### src/rtl/seq_counter_gen.sv
// seq_counter_gen: parametrised instruction-phase sequence counter
// with registered one-hot timing decode and status flags.
module seq_counter_gen #(
    parameter int WIDTH = 8,
    parameter int NUM_T = 16
) (
    input  logic             clk,
    input  logic             rst,
    input  logic             clr,
    input  logic             ld,
    input  logic [WIDTH-1:0] ld_val,
    input  logic             inc,
    input  logic             sat,
    output logic [WIDTH-1:0] data_out,
    output logic [NUM_T-1:0] t_out,
    output logic             tc,
    output logic             wrap_p,
    output logic             ld_err,
    output logic             ovf
);

    // Terminal count held at WIDTH bits so NUM_T = 2^WIDTH fits exactly.
    localparam logic [WIDTH-1:0] LAST = WIDTH'(NUM_T - 1);
    localparam logic [NUM_T-1:0] T0   = NUM_T'(1);

    logic [WIDTH-1:0] r_cnt;
    logic [NUM_T-1:0] r_t;
    logic             r_tc;
    logic             r_wrap;
    logic             r_lerr;
    logic             r_ovf;

    logic [WIDTH-1:0] w_nxt;
    logic [NUM_T-1:0] w_t;
    logic             w_at_last;
    logic             w_ld_ok;
    logic             w_wrap;
    logic             w_lerr;
    logic             w_ovf;

    assign w_at_last = (r_cnt == LAST);
    assign w_ld_ok   = (ld_val <= LAST);

    // Next-state selection: clr > ld > inc > hold.
    always_comb begin
        w_nxt  = r_cnt;
        w_wrap = 1'b0;
        w_lerr = 1'b0;
        w_ovf  = r_ovf;
        if (clr) begin
            w_nxt = '0;
            w_ovf = 1'b0;
        end else if (ld) begin
            if (w_ld_ok) begin
                w_nxt = ld_val;
            end else begin
                w_lerr = 1'b1;
            end
        end else if (inc) begin
            if (!w_at_last) begin
                w_nxt = r_cnt + WIDTH'(1);
            end else if (sat) begin
                w_ovf = 1'b1;
            end else begin
                w_nxt  = '0;
                w_wrap = 1'b1;
            end
        end
    end

    // One-hot decode of the next count so the timing bits register
    // in the same edge as the count itself.
    always_comb begin
        w_t = '0;
        for (int k = 0; k < NUM_T; k++) begin
            w_t[k] = (w_nxt == WIDTH'(k));
        end
    end

    // State and status registers.
    always_ff @(posedge clk or posedge rst) begin
        if (rst) begin
            r_cnt  <= '0;
            r_t    <= T0;
            r_tc   <= 1'b0;
            r_wrap <= 1'b0;
            r_lerr <= 1'b0;
            r_ovf  <= 1'b0;
        end else begin
            r_cnt  <= w_nxt;
            r_t    <= w_t;
            r_tc   <= (w_nxt == LAST);
            r_wrap <= w_wrap;
            r_lerr <= w_lerr;
            r_ovf  <= w_ovf;
        end
    end

    assign data_out = r_cnt;
    assign t_out    = r_t;
    assign tc       = r_tc;
    assign wrap_p   = r_wrap;
    assign ld_err   = r_lerr;
    assign ovf      = r_ovf;

endmodule

### config.mk
export PLATFORM = sky130hd
export DESIGN_NAME = seq_counter_gen
export DESIGN_NICKNAME = d
export VERILOG_FILES = /design/src/rtl/seq_counter_gen.sv
export SDC_FILE = /design/constraint.sdc
export NUM_CORES = 1
export LEC_CHECK = 0
export CAP_MARGIN = 30
export CORE_MARGIN = 5
export CORE_UTILIZATION = 47
export DETAILED_ROUTE_END_ITERATION = 16
export PLACE_DENSITY = 0.81
export SLEW_MARGIN = 15
export SYNTH_ARGS = -nofsm -noshare
export SYNTH_HDL_FRONTEND = slang
export SYNTH_SLANG_ARGS = --single-unit
### constraint.sdc
create_clock -name clk -period 2.5 [get_ports clk]
set_input_delay 0.375 -clock clk [delete_from_list [all_inputs] [get_ports clk]]
set_output_delay 0.375 -clock clk [all_outputs]
set_load 0.05 [all_outputs]
* Word-level counts from Yosys, hierarchy flattened
Index checks and enable logic that the tools add are counted.
** Word-level totals
- Register bits :: 28
- Input bits :: 14
** Cells by class
- $add $sub $neg :: 1
- Order comparisons :: 1
- Equality and inequality tests :: 17
- Multiplexer cells :: 19
- Reduce and logical (&&, ||, !) cells :: 5
** Operator list (number)
- $eq 8x4->1 const B :: 9
- $mux 8 :: 6
- $eq 8x3->1 const B :: 4
- $eq 8x2->1 const B :: 2
- $mux 1 :: 13
- $add 8x1->8 const B :: 1
- $eq 8x1->1 const B :: 1
- $le 8x4->1 const B :: 1
- $logic_not 8->1 :: 1
- $reduce_bool 2->1 :: 3
- $reduce_and 4->1 :: 1
- $ne 2x2->1 const B :: 1

* Depth between registers and ports, before layout
- Depth after elaboration :: 6
- Gate-level depth with buffers :: 8

* Worst setup path before layout
No wires, ideal clock.
- Path kind :: register to register
- From :: reg r_cnt[0], in the netlist data_out[0]
- To :: reg r_t[4], in the netlist t_out[4]
- Setup time :: 0.096 ns
- Arrival time :: 2.431 ns
- Path slack :: -0.027 ns
- Stages on the path, launching flop included :: 9
- Buffers on the path :: 2
- Clock period less this slack :: 2.527 ns
- Cells stage by stage :: dfrtp_1 > ha_1 > nand3_1 > o21ai_0 > o311ai_1 > or4_1 > buf_2 > buf_6 > nor4_2
** On the way
- Word-level cells in the longest chain between the ends :: 6
- Elaborated cells between the ends (all ways) :: 9
- Those cells by class :: 1 x add/sub; 2 x eq/ne; 6 x mux
** Ends and longest elaborated chain
- start, declared :: line 26 : logic [WIDTH-1:0] r_cnt;
- start signal, assigned :: line 90 : r_cnt <= w_nxt;
- $add 8x1->8 or $eq 8x4->1 (tied branches) :: line 61, 41
- $mux 8 * :: line 60 : if (!w_at_last) begin
- $mux 8 * :: line 59 : end else if (inc) begin
- $mux 8 * :: line 53 : end else if (ld) begin
- $mux 8 * :: line 50 : if (clr) begin
- via w_nxt[6] :: line 33 : logic [WIDTH-1:0] w_nxt;
- $eq 8x3->1 * :: line 76 : w_t[k] = (w_nxt == WIDTH'(k));
- via w_t[4] :: line 34 : logic [NUM_T-1:0] w_t;
- end signal, assigned :: line 91 : r_t <= w_t;
- end, declared :: line 27 : logic [NUM_T-1:0] r_t;
The timed path passes the listed nets; every way through them passes the cells marked *.
A chain may end at the register's enable or synchronous reset.

* Worst setup path after layout
- From :: reg r_cnt[4], in the netlist data_out[4]
- To :: reg r_t[15], in the netlist t_out[15]
** On the way
- Word-level cells in the longest chain between the ends :: 6
- Elaborated cells between the ends (all ways) :: 9
- Those cells by class :: 1 x add/sub; 2 x eq/ne; 6 x mux
** Ends and longest elaborated chain
- $add 8x1->8 (tied with other cells) :: line 61 : w_nxt = r_cnt + WIDTH'(1);
- $mux 8 :: line 60
- $mux 8 :: line 59
- $mux 8 * :: line 53
- $mux 8 * :: line 50
- $eq 8x4->1 * :: line 76
- via w_t[15] :: line 34
Marked as above.

==> metrics.csv <==
metric;value;unit
dp_hpwl;3090;um
die_x;65.6;um
min_period;2480;ps
synthSimpleGateAreaFrac;28.3;%
fin_skew;6.73;ps
arrival;2710;ps
fin_tns_setup;0;ps
grt_use_total;20.6;%
dpl.cell_count;224;
gp_congestion;0.921;
worstMarginPinSlew;545;ps
synth_mux_area_share;4.21;%
max_slew_margin;63.7;%
layout.area.seq;682;um^2
drt_iter0_markers;99;
overflow;0;
initial_core_util;48.5;%
avgViaCountPerCell;6.31;
fillers;229;
p_leak;0.827;nW
die_area;4310;um^2
ctsRootBufferMaster;clkbuf_4;
pin_count;42;
layoutNonFillerInstCount;229;
synthesis.area;1460;um^2
synth_cells;137;
n_antenna_cell;0;
ys_async_sr_fraction;100;%
ys.warnings.count;0;
maxCapViolations;0;
power.total;0.879;mW
via_count;1445;
final_max_slew_viol_count;0;
syn-mean-instance-area;10.6;um^2
yosysSeqAreaShare;46.5;%
syn_nets;152;
antenna_found_initial;0;
post-route-period-util;99.2;%
grt_start_max_net_pins;28;
critPathKind;reg2reg;
layout-drive-gt1-share;24.5;%
dpl-instance-area;2030;um^2
synth-edff-count;0;
layout_setup_ws;19.4;ps
synth_top_family_by_area;simple AND/OR/NAND/NOR gates;
cts-buffers-inserted;3;
ys_types;48;
htree_levels;1;
drc;0;
syn_to_final_growth;43.6;%
grt_pass1_wl;6900;um
max_freq;403;MHz
first_global_vias;1423;
ant_nets;0;
wl_per_cell;18.4;um
rsz0062_at_grt;no;
multiInputGateArea;734;um^2
final_common_cell;clkdlybuf4s50_1;
power.density;421;nW/um^2
stdcell_area;2090;um^2
crit_required;2730;ps
critical_path.max_fanout;4;
synth_compound_area_share;15.6;%
synth_xor_area_share;0;%
rows;20;
setup_viol;0;
ys_ff_latch;27;
clock_sinks;27;
detail_route.first_pass.iterations;4;
tritoncts;yes;
nNetsFinal;212;
layout_common_cells;41 x clkdlybuf4s50_1, 24 x buf_4, 22 x dfrtp_1;
hp-class;in2async;
coreArea;3000;um^2
path_clk_slew;160;ps
final_core_util;69.6;%
dieHeight;65.6;um
dp_slack;-172;ps
clk_latency;330;ps
clk_path_buf_depth;2;
peakVddDrop;0.000250;V
synth-main-ff-cell;dfrtp_1;
portBuffers;41;
routed_wl;4210;um
end_kind;flip-flop;
hold_violations;0;
synthAdderAreaFrac;0.860;%
holdWs;375;ps
start_kind;flip-flop;
outcome;finished, final reports clean;
-- cell families after synthesis --
family / Yosys count
multiplexers: 6
buffers and inverters: 13
flip-flops: 27
AO/OA/AOI/OAI: 30
AND/OR/NAND/NOR: 60
adder cells (fa/ha/maj): 1
-- repair_timing --
item / 4_1_cts / 5_1_grt
endpoints found under the hold margin: 0 / 0
buffers inserted: 0 / 1
hold buffers: 0 / 0
endpoints found under the setup margin: 1 / 10
gates resized for setup: 0 / 3
pin swaps: 0 / 0
-- registers in the layout, summed over array words and instances (netlist names) --
register  count
ovf           1
data_out      8
wrap_p        1
ld_err        1
t_out        16
-- area by class of cell --
cell class                      instances  share of cell area [%]
Clock buffer                            3                    1.08
Clock inverter                          1                   0.359
Inverter                                3                   0.539
Multi-Input combinational cell         97                    35.1
Sequential cell                        27                    32.6
Tap cell                               33                    1.98
Timing Repair Buffer                   65                    28.3
-- per-layer routing --
layer / wire length (um) / track usage (%) / part of all wire, % / vias up
met3: 373 / 2.22 / 8.9 / 15
met2: 2090 / 35.4 / 50 / 88
met4: 74 / 4.92 / 1.8 / 0
li1: - / - / - / 656
met1: 1670 / 27.6 / 40 / 686
met5: 0 / 0 / 0 / -
-- power breakdown --
part / internal (mW) / leakage, nW / switching (mW) / total [mW]
Clock: 0.0612 / 0.0139 / 0.137 / 0.198
Combinational: 0.0873 / 0.451 / 0.138 / 0.225
Sequential: 0.451 / 0.362 / 0.00476 / 0.456
-- path summary, 6_finish.rpt --
kind	start	to	slack, ps	cells after the start
worst max-delay path	data_out[4]$_DFF_PP0_	t_out[15]$_DFF_PP0_	20	5
min in group clk	ovf$_DFFE_PP0P_	ovf$_DFFE_PP0P_	540	2
worst min-delay path	rst	data_out[5]$_DFF_PP0_	380	3
worst min register to register	ovf$_DFFE_PP0P_	ovf$_DFFE_PP0P_	540	2
max in group asynchronous	rst	t_out[0]$_DFF_PP1_	1820	3
worst max register to register	data_out[4]$_DFF_PP0_	t_out[15]$_DFF_PP0_	20	5
-- cells in the mapped netlist (4+ instances only) --
cell	number	area (um^2)
dfrtp_1	26	651
nand2_1	6	22.5
mux2i_1	5	50.1
or3_1	6	37.5
nor4_2	7	87.6
a21oi_1	4	20.0
nor4_1	8	50.1
nand3_1	8	40.0
nor2_1	5	18.8
buf_2	4	20.0
nor3_1	5	25.0
-- critical path: stages, from the launching register on --
cell and delay [ps]:
dfrtp_2 430, or4_4 570, o31ai_4 290, a221oi_1 190, or4_4 590, nor4_2 310
(Power assumes the default switching activity.)
